File: src/rtl/rx_frame_module.sv
// rx_frame_module: UART receive framer; detects the start edge, enables the baud
// generator and samples start/data/parity/stop on its mid-bit strobe.
module rx_frame_module #(
    parameter int DATA_BITS  = 8,
    parameter int PARITY_EN  = 0,
    parameter int PARITY_ODD = 0
) (
    input  logic       clk,
    input  logic       reset,
    input  logic       rx_pin,
    input  logic       bps_clk,
    output logic       bps_start,
    output logic [7:0] rx_data,
    output logic       rx_valid,
    output logic       frame_err,
    output logic       parity_err,
    output logic       rx_busy
);
    typedef enum logic [2:0] {IDLE, START, DATA, PARITY, STOP} state_t;
    state_t     state, state_next;
    logic       rx_s1, rx_s2, rx_s3;
    logic [2:0] bit_cnt, bit_cnt_next;
    logic [7:0] shift_reg, shift_next, data_word, rx_data_next;
    logic       par_bit, par_next, par_bad, valid_next, ferr_next, perr_next;

    // Data bits arrive LSB first into the MSB, so a short word sits in the top bits.
    assign data_word = shift_reg >> (8 - DATA_BITS);
    assign par_bad   = (PARITY_EN != 0) && ((^data_word ^ par_bit) != 1'(PARITY_ODD));
    assign rx_busy   = state != IDLE;

    always_ff @(posedge clk or negedge reset) begin
        if (!reset) begin
            rx_s1      <= 1'b1;
            rx_s2      <= 1'b1;
            rx_s3      <= 1'b1;
            state      <= IDLE;
            bit_cnt    <= '0;
            shift_reg  <= '0;
            par_bit    <= 1'b0;
            rx_data    <= '0;
            rx_valid   <= 1'b0;
            frame_err  <= 1'b0;
            parity_err <= 1'b0;
            bps_start  <= 1'b0;
        end else begin
            rx_s1      <= rx_pin;
            rx_s2      <= rx_s1;
            rx_s3      <= rx_s2;
            state      <= state_next;
            bit_cnt    <= bit_cnt_next;
            shift_reg  <= shift_next;
            par_bit    <= par_next;
            rx_data    <= rx_data_next;
            rx_valid   <= valid_next;
            frame_err  <= ferr_next;
            parity_err <= perr_next;
            bps_start  <= state_next != IDLE;
        end
    end

    always_comb begin
        state_next   = state;
        bit_cnt_next = bit_cnt;
        shift_next   = shift_reg;
        par_next     = par_bit;
        rx_data_next = rx_data;
        valid_next   = 1'b0;
        ferr_next    = 1'b0;
        perr_next    = 1'b0;
        case (state)
            IDLE: if (rx_s3 & ~rx_s2) state_next = START;
            START: if (bps_clk) begin
                state_next   = rx_s2 ? IDLE : DATA;
                bit_cnt_next = '0;
            end
            DATA: if (bps_clk) begin
                shift_next   = {rx_s2, shift_reg[7:1]};
                bit_cnt_next = bit_cnt + 3'd1;
                if (bit_cnt == 3'(DATA_BITS - 1)) state_next = (PARITY_EN != 0) ? PARITY : STOP;
            end
            PARITY: if (bps_clk) begin
                par_next   = rx_s2;
                state_next = STOP;
            end
            STOP: if (bps_clk) begin
                state_next   = IDLE;
                ferr_next    = ~rx_s2;
                perr_next    = rx_s2 & par_bad;
                valid_next   = rx_s2 & ~par_bad;
                rx_data_next = (rx_s2 & ~par_bad) ? data_word : rx_data;
            end
            default: state_next = IDLE;
        endcase
    end
endmodule

File: config.mk
export PLATFORM = sky130hd
export DESIGN_NAME = rx_frame_module
export DESIGN_NICKNAME = d
export VERILOG_FILES = /design/src/rtl/rx_frame_module.sv
export SDC_FILE = /design/constraint.sdc
export NUM_CORES = 1
export LEC_CHECK = 0
export ABC_AREA = 0
export CORE_ASPECT_RATIO = 1.1
export CORE_MARGIN = 3
export CORE_UTILIZATION = 30
export CTS_CLUSTER_DIAMETER = 50
export DETAILED_ROUTE_END_ITERATION = 6
export SLEW_MARGIN = 20
export SYNTH_ARGS = -nofsm -noshare
export SYNTH_HDL_FRONTEND = slang
export SYNTH_SLANG_ARGS = --single-unit
File: constraint.sdc
create_clock -name clk -period 1.6 [get_ports clk]
set_input_delay 0.32 -clock clk [delete_from_list [all_inputs] [get_ports clk]]
set_output_delay 0.32 -clock clk [all_outputs]
set_load 0.03 [all_outputs]
-- Yosys cells after proc, flatten, opt, wreduce, memory -nomap -nowiden
Cells that the tools add are included.
- register bits after elaboration: 28
- input bits: 4
- output and inout port bits: 13
- add/subtract/negate cells: 1
- eq/ne operators: 7
- mux-type cells: 15
- bitwise gates (word level): 2
- reduce and logical (&&, ||, !) cells: 7
- operators by type and width (cell ; number):
    $mux W3 ; 8
    $pmux W3 S5 ; 1
    $eq A3 B2 Y1 const B ; 2
    $eq A3 B3 Y1 const B ; 2
    $pmux W3 S2 ; 1
    $reduce_and A3 Y1 ; 2
    $reduce_bool A3 Y1 ; 2
    $mux W1 ; 4
    $ne A2 B2 Y1 const B ; 2
    $add A3 B1 Y3 const B ; 1
    $eq A3 B1 Y1 const B ; 1
    $logic_not A3 Y1 ; 1
    $mux W2 ; 1
    $reduce_and A2 Y1 ; 1
    $reduce_bool A2 Y1 ; 1
    $and A1 B1 Y1 ; 1
    $not A1 Y1 ; 1

-- Longest topological paths before layout
Gate-level depths: netlist of run 1.
- depth after elaboration: 5
- mapped depth: 5

-- Worst setup path before layout of run 1
Ideal clock, no wire load.
- path kind: register -> register
- from: reg state[2]
- to: reg rx_data[0]
- setup time: 0.125 ns
- arrival time: 1.331 ns
- required time: 1.475 ns
- path slack: 0.144 ns
- cell stages (with the launch flop): 4
- clock period less this slack: 1.456 ns
- cells stage by stage: dfrtp_1 > or3b_4 > nor2_8 > mux2_2
- cells in the longest elaborated chain, start to end: 2
- ends and longest elaborated chain (element ; line ; source):
    start: declaration ; 20 ; state_t state, state_next;
    start signal: assignment ; 49 ; state <= state_next;
    $eq A3 B3 Y1 ; 70 ; case (state)
    $reduce_and A3 Y1 (no source line) ; -- ;
    end signal: assignment ; 53 ; rx_data <= rx_data_next;
    end: declaration ; 13 ; output logic [7:0] rx_data,
No other way between the ends.
A chain may end at the register's enable or synchronous reset.

-- Final worst setup path of run 1
- from: reg state[0]
- to: reg rx_data[3]
The elaborated chain is that of the path after synthesis.

==> results_dict.tcl, run 1 <==
set metrics [dict create \
    track_usage_pct 9.530 \
    portBuffers 15 \
    setup_tns_ns -0.01547 \
    tritoncts "yes" \
    rr_startpoint "state[0]" \
    cts_sinks 28 \
    crit_fanout 4 \
    finClkSkew_ns 0.003116 \
    period_minus_slack_ns 1.607 \
    fp.coreArea_um2 3496 \
    via_per_inst 4.516 \
    grt_pass1_vias 707 \
    vias 727 \
    row_count 22 \
    hp-class "input pin to asynchronous set/reset pin" \
    cts-hold-fix-buffers 0 \
    reg2reg_depth 4 \
    synthTopCellsByArea "dfrtp_1, mux2_2, dfstp_2" \
    place_area_um2 1416 \
    initial_core_util_pct 32.89 \
    first_pass_iters 4 \
    fmax_ghz 0.6222 \
    crit_arrival_ns 1.84 \
    totalWireLength_mm 2.049 \
    cts_buffer_depth 2 \
    post_drt_wl_per_cell_um 12.73 \
    worstSetupEndpointType "register" \
    grt_antenna_before_repair 0 \
    layout-drive-gt1-share_pct 43.36 \
    nets 120 \
    post-dp-hpwl_mm 1.300 \
    timing.final.ws_setup_ns -0.007245 \
    ys_warn_count 0 \
    path_clk_slew_ns 0.15 \
    clk-insertion-delay-late_ns 0.33 \
    place_ws_ns -0.1369 \
    synth_nets 86 \
    die_w_um 65.03 \
    finalSetupViolCount 3 \
    route.detailed.drc 0 \
    syn_to_final_growth_pct 36.45 \
    io_pins 17 \
    required_ns 1.84 \
    critPathKind "register to register" \
    final_cell_area_um2 1569 \
    hold_viol_final 0 \
    synth_area_leader_cell "dfrtp_1" \
    drv_slew 0 \
    dieArea_um2 4613 \
    grt_start_max_net_pins 29 \
    status "finished with violations" \
    numCtsBuffers 3 \
    r2r-end "rx_data[3]" \
    p_leak_uw 0.0007955 \
    yosysMostFrequentCell "dfrtp_1" \
    synth_cells 80 \
    ys.flop_type "dfrtp_1" \
    die_y_um 70.93 \
    p_per_area_nw_per_um2 1593 \
    ys_ff_latch 28 \
    htree_num_levels 1 \
    yosys.area.top_type_share_pct 54.41 \
    synth-edff-count 0 \
    netlist_top_cells_count "dfrtp_1, mux2_2" \
    syn-mean-instance-area_um2 14.37 \
    antenna_cells 0 \
    gp_congestion 0.7948 \
    r2r_setup_slack_ns -0.007 \
    grt_pass1_wl_mm 3.429 \
    netlist_area_um2 1150 \
    failed_checks "negative setup slack" \
    clockRootBuffer "clkbuf_4" \
    drtAntennaViolNets 0 \
    rsz0062_at_grt "yes" \
    grt_overflow 0 \
    peakVddDrop_uv 587.7 \
    ys_types 28 \
    start_kind "register" \
    ys_seq_area_share_pct 61.26 \
    max_cap_viol_count 0 \
    n_fill_cell 325 \
    synthArstFlopShare_pct 100.0 \
    drt_iter0_markers 21 \
    fin_crit_sh_pct 100.5 \
]
report_power, final:
group          total (uW)  switching, uW  internal [uW]
registers            1050            134            912
clock network         464            211            253
logic                 989            448            541
total                2500            793           1710
repair_timing:
| action | CTS | global route |
|---|---|---|
| setup endpoints to repair | 20 | 9 |
| gates resized for setup | 26 | 3 |
| setup buffers | 1 | 7 |
| gates cloned | 1 | 0 |
| pin swaps | 2 | 2 |
| endpoints found under the hold margin | 0 | 0 |
how the worst max path moves through the flow:
stage	startpoint	end	slack (ns)	cells past startpoint
floorplan	state[2]	rx_data[0]	0.14	3
global placement	state[2]	rx_busy	-0.13	2
detailed placement	state[2]	rx_busy	-0.14	2
CTS	state[0]	rx_data[3]	0.003	4
global route	state[0]	rx_data[3]	-0.03	4
finish	state[0]	rx_data[3]	-0.007	4
metal layers:
metal / GRT usage, % / wire length [um]
met1: 13.43 / 980
met5: 0 / 0
met4: 4.147 / 29
met3: 1.905 / 64
met2: 14.20 / 975
cell type report:
| type | count | area, um^2 | area share, % |
|---|---|---|---|
| Inverter | 3 | 11.26 | 0.7177 |
| Sequential cell | 28 | 704.4 | 44.90 |
| Clock inverter | 1 | 30.03 | 1.914 |
| Tap cell | 48 | 60.06 | 3.828 |
| Timing Repair Buffer | 31 | 277.8 | 17.70 |
| Multi-Input combinational cell | 47 | 462.9 | 29.51 |
| Clock buffer | 3 | 22.52 | 1.435 |
critical path: stages (launching register included):
cell     delay (ns)
dfrtp_1        0.42
buf_6          0.13
or3b_4         0.45
nor2_4         0.20
mux2_4         0.31
through the flow:
stage                     total power (uW)  cells  hold slack, ns  util, %
final                                 2500    161          0.3328    44.88
after global routing                  2656    161          0.3624    44.88
after CTS                             2441    154          0.3436    43.06
after detailed placement              1929    148          0.3472    40.52
after global placement                1901    148          0.3471    40.52
after floorplan                       1600     80         0.02441        -
kinds of logic after synthesis:
logic type	after synthesis	share of synthesized area [%]
AOI/OAI and AO/OA	11	7.073
adders and majority gates	2	2.176
buffers and inverters	6	2.393
DFF	28	61.26
muxes	17	16.65
other	1	0.3261
and+or+nand+nor	15	10.12
state kept, by name, indices dropped and copies added, names as in the netlist:
register and flops:
data_word 8, frame_err 1, rx_s1 1, rx_valid 1, bps_start 1, bit_cnt 3, rx_data 8, state 3
rx_s2 1, rx_s3 1
cells in the final DEF (no fill, tap or decap), drive strengths merged, types with 2 or more instances in the layout:
cell	synthesis	layout
clkbuf	1	3
dlygate4sd2	0	11
dfstp	3	3
a21oi	3	3
nor2	4	5
inv	3	3
clkdlybuf4s50	0	3
mux2	17	17
dfrtp	25	25
buf	2	17
ha	2	2
nor2b	3	3
o2bb2ai	3	3
(Power assumes the default switching activity.)
==> run 2: changes to the inputs <==
==> constraint.sdc (replaced) <==
create_clock -name clk -period 1.6 [get_ports clk]
set_input_delay 0.24 -clock clk [delete_from_list [all_inputs] [get_ports clk]]
set_output_delay 0.24 -clock clk [all_outputs]
set_load 0.03 [all_outputs]
==> run 2 against run 1 <==
Effect of this change:
- the run now ends clean
- setup slack improved by 0.025 ns
- cell count decreased by 4.3%
- utilization decreased by 1.6 points
- clock-buffer cell count unchanged
- combinational power decreased by 8.8%
- clock power about the same
- die area unchanged
- non-clock buffer count decreased by 7
- routed wire length decreased by 3.3%
- global-route usage decreased by 0.41 points
- design area decreased by 3.6%
==> results_dict.tcl, run 2 (synthesis results as in run 1) <==
set metrics [dict create \
    status "finished clean" \
    period_minus_slack_ns 1.582 \
    finClkSkew_ns 0.008641 \
    p_leak_uw 0.0007836 \
    wl_met1_um 907 \
    gp_congestion 0.8101 \
    required_ns 1.83 \
    crit_fanout 5 \
    multi_input_area_um2 451.7 \
    fin_crit_sh_pct 98.87 \
    portBuffers 15 \
    grt_pass1_wl_mm 3.332 \
    first_pass_iters 4 \
    die_y_um 70.93 \
    path_cells "buf_6, or3b_4, nor2_8, mux2_4" \
    cts_buffer_depth 2 \
    r2r-end "rx_data[7]" \
    dieArea_um2 4613 \
    wl_met2_um 998 \
    stdcell_count 154 \
    hp-class "input pin to asynchronous set/reset pin" \
    critPathKind "register to register" \
    die_w_um 65.03 \
    drt_iter0_markers 20 \
    cts_sinks 28 \
    mostFrequentLayoutCells "dfrtp_1, mux2_2, dlygate4sd2_1, buf_4, mux2_4" \
    clk-insertion-delay-late_ns 0.33 \
    nets 113 \
    layout-drive-gt1-share_pct 39.62 \
    grt_overflow 0 \
    grt_start_max_net_pins 29 \
    post-dp-hpwl_mm 1.305 \
    rsz0062_at_grt "yes" \
    register_area_um2 704.4 \
    via_per_inst 4.474 \
    htree_num_levels 1 \
    critical-path-max-stage-delay_ns 0.42 \
    critPathLaunch "state[1]" \
    r2r_setup_slack_ns 0.02 \
    track_usage_pct 9.121 \
    hold_viol_final 0 \
    worstSetupEndpointType "register" \
    crit_buf_inv 1 \
    start_kind "register" \
    antenna_cells 0 \
    totalWireLength_mm 1.982 \
    path_delay_family "simple AND/OR/NAND/NOR gates" \
    tritoncts "yes" \
    cts-hold-fix-buffers 0 \
    drv_slew 0 \
    dr_wl_met3_um 60 \
    vias 689 \
    reg2reg_depth 4 \
    peakVddDrop_uv 457.2 \
    max_cap_viol_count 0 \
    p_per_area_nw_per_um2 1593 \
    fp.coreArea_um2 3496 \
    clockRootBuffer "clkbuf_4" \
    grt_pass1_vias 741 \
    io_pins 17 \
    n_fill_cell 333 \
    setup.worst_path.end "rx_data[7]" \
    cp.depth 4 \
    numCtsBuffers 3 \
    dp_cells 150 \
    final_common_cell "dfrtp_1" \
    syn_to_final_growth_pct 31.56 \
    path_clk_slew_ns 0.16 \
    crit_arrival_ns 1.82 \
    grt_antenna_before_repair 0 \
    finalSetupViolCount 0 \
    route.detailed.drc 0 \
    timing.hold.ws_ns 0.2596 \
    row_count 22 \
    drtAntennaViolNets 0 \
    initial_core_util_pct 32.89 \
    slowest_stage "dfrtp_1" \
    post_drt_wl_per_cell_um 12.87 \
    fmax_ghz 0.6321 \
    top_layer "met4" \
    rr_startpoint "state[1]" \
]
==> run 2: cell count changes in the layout (fill, tap and decap cells not counted), sizes merged <==
| cell | previous run | this run |
|---|---|---|
| dlymetal6s2s | 0 | 2 |
| buf | 17 | 10 |
| dlygate4sd2 | 11 | 9 |
==> run 2: worst min-delay path by stage <==
stage / start / end / slack, ns / depth (start not counted)
after detailed placement: rx_s1 / rx_s2 / 0.35 / 0
after CTS: reset / rx_data[1] / 0.27 / 2
final: reset / data_word[6] / 0.26 / 2
after floorplan: reset / bit_cnt[0] / -0.06 / 0
after global routing: reset / data_word[7] / 0.27 / 2
after global placement: rx_s1 / rx_s2 / 0.35 / 0
==> run 2: routing by layer <==
metal | vias to the layer above | global-route usage (%)
met1 | 343 | 11.27
met2 | 7 | 15.23
met4 | 0 | 4.147
met3 | 2 | 1.905
li1 | 337 | -
met5 | - | 0
==> run 2: per-stage QoR <==
step / worst slack (ns) / setup TNS (ns) / area [um^2] / utilization [%] / power (uW)
3_3_place_gp: -0.05080 / -0.5603 / 1431 / 40.94 / 1927
6_report: 0.01809 / 0 / 1513 / 43.27 / 2410
4_1_cts: -0.006163 / -0.006163 / 1489 / 42.59 / 2421
3_5_place_dp: -0.06860 / -0.8918 / 1431 / 40.94 / 1957
2_1_floorplan: 0.1439 / 0 / 1150 / - / 1600
5_1_grt: -0.02867 / -0.1285 / 1513 / 43.27 / 2577
==> run 2: where the power goes <==
| group | internal [uW] | total (uW) | switching, uW | leakage (uW) |
|---|---|---|---|---|
| Clock | 253 | 463 | 210 | 0.0000279 |
| Sequential | 913 | 1040 | 132 | 0.000362 |
| Combinational | 472 | 902 | 429 | 0.000394 |
==> run 2: cell type report <==
| type | instances | share of cell area, % |
|---|---|---|
| tap | 48 | 3.970 |
| sequential | 28 | 46.57 |
| clock inverter | 1 | 1.985 |
| inverter | 3 | 0.7444 |
| clock buffer | 3 | 1.489 |
| multi-input combinational | 47 | 29.86 |
| timing repair buffer | 24 | 15.38 |
==> run 2: worst reg2reg max path, cell delays in order (launching register included) <==
cell and delay, ns:
dfrtp_1 0.42, buf_6 0.12, or3b_4 0.42, nor2_8 0.21, mux2_4 0.32
==> run 2: timing repair <==
action                                  CTS  global route
endpoints found under the setup margin   18            10
resized for setup                        17             9
pin swaps                                 2             2
setup buffers                             0             0
cloned                                    1             0
